`src/rtl/tx_gearbox.sv`:
```
// 64b/66b transmit gearbox: 32 blocks of 66 bits in, 33 words of 64 bits out.
// Every 33rd cycle upstream pauses while the full residual drains.
module tx_gearbox (
    input  logic        clk,
    input  logic        reset,
    input  logic [65:0] data_in,
    output logic        in_ready,
    output logic [63:0] data_out,
    output logic        out_valid,
    output logic [5:0]  seq_cnt
);
    localparam logic [5:0] LAST = 6'd32;

    logic [63:0]  residual;
    logic [6:0]   r;
    logic [127:0] cat;
    logic         pause;

    assign pause    = (seq_cnt == LAST);
    assign in_ready = !reset && !pause;

    // Fill level is always two bits per accepted block.
    assign r   = {seq_cnt, 1'b0};
    assign cat = ({62'b0, data_in} << r) | {64'b0, residual};

    always_ff @(posedge clk) begin
        if (reset) begin
            seq_cnt   <= '0;
            residual  <= '0;
            data_out  <= '0;
            out_valid <= 1'b0;
        end else begin
            out_valid <= 1'b1;
            if (pause) begin
                data_out <= residual;
                residual <= '0;
                seq_cnt  <= '0;
            end else begin
                data_out <= cat[63:0];
                residual <= cat[127:64];
                seq_cnt  <= seq_cnt + 6'd1;
            end
        end
    end
endmodule

```
`config.mk`:
```
export PLATFORM = sky130hd
export DESIGN_NAME = tx_gearbox
export DESIGN_NICKNAME = d
export VERILOG_FILES = /design/src/rtl/tx_gearbox.sv
export SDC_FILE = /design/constraint.sdc
export NUM_CORES = 1
export LEC_CHECK = 0
export CORE_UTILIZATION = 50
export CTS_BUF_LIST = sky130_fd_sc_hd__clkbuf_4
export CTS_CLUSTER_DIAMETER = 30
export DETAILED_ROUTE_END_ITERATION = 7
export PLACE_DENSITY = 0.79
export SYNTH_ARGS = -nofsm -noshare
export SYNTH_HDL_FRONTEND = slang
export SYNTH_SLANG_ARGS = --single-unit
```
`constraint.sdc`:
```
create_clock -name clk -period 2.6 [get_ports clk]
set_clock_uncertainty 0.2 [all_clocks]
set_input_delay 0.52 -clock clk [delete_from_list [all_inputs] [get_ports clk]]
set_output_delay 0.52 -clock clk [all_outputs]
set_load 0.01 [all_outputs]
```
==> impl_metrics.tcl <==
set metrics [dict create \
    slowest_delay_ns 0.56 \
    maximum_number_of_pins_on_one_net_before_global_route_repair 55 \
    achievable-frequency_ghz 0.388 \
    seq_area_frac_synth_pct 32.2 \
    ys.warnings.count 0 \
    first_pass_iters 6 \
    place_ws_ns -0.221 \
    syn_avg_cell_area_um2 9.83 \
    avgViaCountPerCell 6.64 \
    cts.htree.levels 4 \
    io_pins 140 \
    postSynth.topFlopCell "sky130_fd_sc_hd__dfxtp_1" \
    worst_hold_path_class "register to register" \
    finalWeightedCongestion 0.994 \
    fp.dieArea_um2 17300 \
    setup_violations 0 \
    tritoncts_clock_tree "yes" \
    async_flop_share_pct 0 \
    clock_sink_count 135 \
    global_route_wire_length_before_repair_um 47000 \
    place.port_buffers 139 \
    timing.critical_path.buf_inv 4 \
    placeableCoreArea_um2 16100 \
    cts_inserted_buffers 17 \
    grt.overflow.total 0 \
    post-route-cell-area_um2 11400 \
    finalSetupTns_ns 0 \
    vias 8752 \
    effective_utilization_at_floorplan_pct 52.0 \
    post_synth_num_cell_types 62 \
    crit_path_max_delay_family "multiplexers" \
    totalWireLength_um 31500 \
    avgRoutedWirePerCell_um 23.9 \
    area.growth.synth_to_final_pct 36.4 \
    syn-num-nets 923 \
    min_period_ns 2.58 \
    critical_path.startpoint_type "register" \
    cts.clk_slew.worst_paths_ns 0.13 \
    hold-worst-slack_ns 0.246 \
    crit_path_cell_trace "buf_12 > buf_12 > mux4_2 > buf_4 > mux2_2 > mux2i_1 > buf_4 > mux2_2 > o21ai_1" \
    route.antenna.remaining_nets 0 \
    p_leak_nw 4.47 \
    worst_slew_margin_rel_pct 54.9 \
    via_count_of_the_first_global_routing_pass 8033 \
    worst_slew_pin_slew_ns 0.674 \
    grt_antenna_before_repair 0 \
    latest_clock_arrival_within_the_worst_skew_pair_ns 0.57 \
    root_buffer "sky130_fd_sc_hd__clkbuf_4" \
    die_h_um 131 \
    timing.max_cap.violations 0 \
    track_usage_pct 35.5 \
    data_arrival_time_at_the_worst_slack_endpoint_ns 2.85 \
    antennaDiodeCount 0 \
    criticalPathCategory "register to register" \
    unrepaired_setup_endpoints_after_global_routing "yes" \
    netlist_area_um2 8380 \
    critPathRequiredTime_ns 2.87 \
    post_synth_inst_count 853 \
    num-nets-final 1161 \
    power.ir.vdd_worst_v 0.000293 \
    cts_buffer_depth 2 \
    remaining_drc_errors 0 \
    power.density_nw_per_um2 528 \
    outcome "completed" \
    hpwl_um 23600 \
    row_count 46 \
    min_period_over_period_pct 99.1 \
    slowest_stage "sky130_fd_sc_hd__mux4_2" \
    detailed_place.area_um2 10900 \
    slew_viol_final 0 \
    die_width_um 131 \
    synth-seq-cells 135 \
    synth_edf_count 0 \
    element_type_at_the_critical_path_end "register" \
    hold_violations 0 \
    initialDrtViolationCount 1208 \
    post-route-util_pct 70.9 \
    drive_gt1_share_pct 29.6 \
    final_critical_path_setup_slack_ns 0.0231 \
    critPathMaxFanout 8 \
    holdBufCountCts 0 \
    layout.filler_cells 1238 \
]
## synthesized netlist by cell type (all sizes together), types with 7 or more instances
master / n / area (um^2)
dfxtp: 135 / 2700
nor2: 77 / 289
nand2: 74 / 278
mux4: 64 / 1440
a21oi: 54 / 270
mux2: 53 / 597
mux2i: 48 / 488
buf: 38 / 219
clkbuf: 35 / 131
a31oi: 25 / 156
o21ai: 21 / 105
a22oi: 20 / 150
a22o: 19 / 166
o21a: 16 / 120
o22ai: 16 / 100
or2: 15 / 93.8
inv: 12 / 45.0
nor3: 12 / 60.1
nand3: 11 / 55.1
o221ai: 9 / 78.8
o2bb2ai: 9 / 78.8
o211a: 7 / 70.1
## cells in the final DEF, fill, tap and decap left out, types with 9 or more instances in the layout
cell / netlist / final
sky130_fd_sc_hd__mux4_2: 64 / 64
sky130_fd_sc_hd__nor2_1: 77 / 77
sky130_fd_sc_hd__mux2_2: 52 / 52
sky130_fd_sc_hd__clkbuf_4: 0 / 20
sky130_fd_sc_hd__or2_1: 9 / 9
sky130_fd_sc_hd__a31oi_1: 25 / 25
sky130_fd_sc_hd__buf_12: 0 / 11
sky130_fd_sc_hd__a22oi_1: 20 / 19
sky130_fd_sc_hd__a22o_1: 19 / 19
sky130_fd_sc_hd__buf_4: 5 / 133
sky130_fd_sc_hd__o2bb2ai_1: 9 / 9
sky130_fd_sc_hd__a21oi_1: 54 / 52
sky130_fd_sc_hd__nand3_1: 11 / 11
sky130_fd_sc_hd__mux2i_1: 46 / 46
sky130_fd_sc_hd__o221ai_1: 9 / 9
sky130_fd_sc_hd__o21ai_0: 10 / 10
sky130_fd_sc_hd__clkdlybuf4s50_1: 0 / 137
sky130_fd_sc_hd__nand2_1: 74 / 74
sky130_fd_sc_hd__dfxtp_1: 135 / 132
sky130_fd_sc_hd__o22ai_1: 16 / 16
sky130_fd_sc_hd__o21ai_1: 11 / 11
sky130_fd_sc_hd__nor3_1: 12 / 11
sky130_fd_sc_hd__o21a_1: 16 / 16
## path summary, 6_finish.rpt
kind | start | endpoint | slack [ns] | cells past startpoint
max | seq_cnt[0] | residual[61] | 0.02 | 9
min | residual[58] | data_out[58] | 0.25 | 1
max reg2reg | seq_cnt[0] | residual[61] | 0.02 | 9
min reg2reg | residual[58] | data_out[58] | 0.25 | 1
## metrics by stage
step / std cells / power (W)
final: 1319 / 0.00604
after global routing: 1319 / 0.00625
after CTS: 1313 / 0.00593
after detailed placement: 1278 / 0.00450
after global placement: 1278 / 0.00446
after floorplan: 853 / 0.00343
## metal layers
layer  track usage [%]  vias to the layer above  part of all wire [%]
li1                  -                     3772                     -
met1              48.9                     4111                    38
met2              53.2                      760                    44
met3              6.83                      109                    13
met4              17.5                        0                   4.8
met5                 0                        -                     0
## registers in the layout, indices dropped and copies added, names as in the netlist
register	count
data_out	64
residual	64
seq_cnt	6
out_valid	1
## power by group
| part | internal [W] | total [W] | switching, W | leakage (nW) |
|---|---|---|---|---|
| clock network | 0.000682 | 0.00144 | 0.000761 | 0.160 |
| registers | 0.00221 | 0.00226 | 0.0000465 | 1.11 |
| logic | 0.00120 | 0.00234 | 0.00114 | 3.20 |
## repair_timing
action / in CTS / in global routing
setup endpoints to repair: 2 / 31
resized for setup: 8 / 22
gates cloned: 1 / 3
setup buffers: 3 / 3
## worst reg2reg max path: cells and delay by family, from the launching register on
| family | cells | cell delay, ns |
|---|---|---|
| compound gates | 1 | 0.06 |
| flops | 1 | 0.41 |
| buf+inv | 4 | 0.64 |
| mux | 4 | 1.17 |
## final cells by class
| cell class | count | area, um^2 | share of cell area [%] |
|---|---|---|---|
| inverter | 14 | 52.6 | 0.460 |
| clock inverter | 11 | 133 | 1.16 |
| clock buffer | 20 | 150 | 1.31 |
| tap | 216 | 270 | 2.36 |
| multi-input combinational | 631 | 5300 | 46.4 |
| sequential | 135 | 2710 | 23.7 |
| timing repair buffer | 292 | 2810 | 24.6 |
## logic make-up (layout without fill, tap and decap cells)
family	after synthesis	count (layout)	synth area share, %
AOI/OAI and AO/OA	247	247	20.9
and+or+nand+nor	213	213	11.3
muxes	165	165	30.1
DFF	135	135	32.2
buffers and inverters	87	337	4.81
xor gates and xnor gates	4	4	0.418
adders and majority gates	2	2	0.298
No activity file was read; power rests on OpenSTA's default activity.
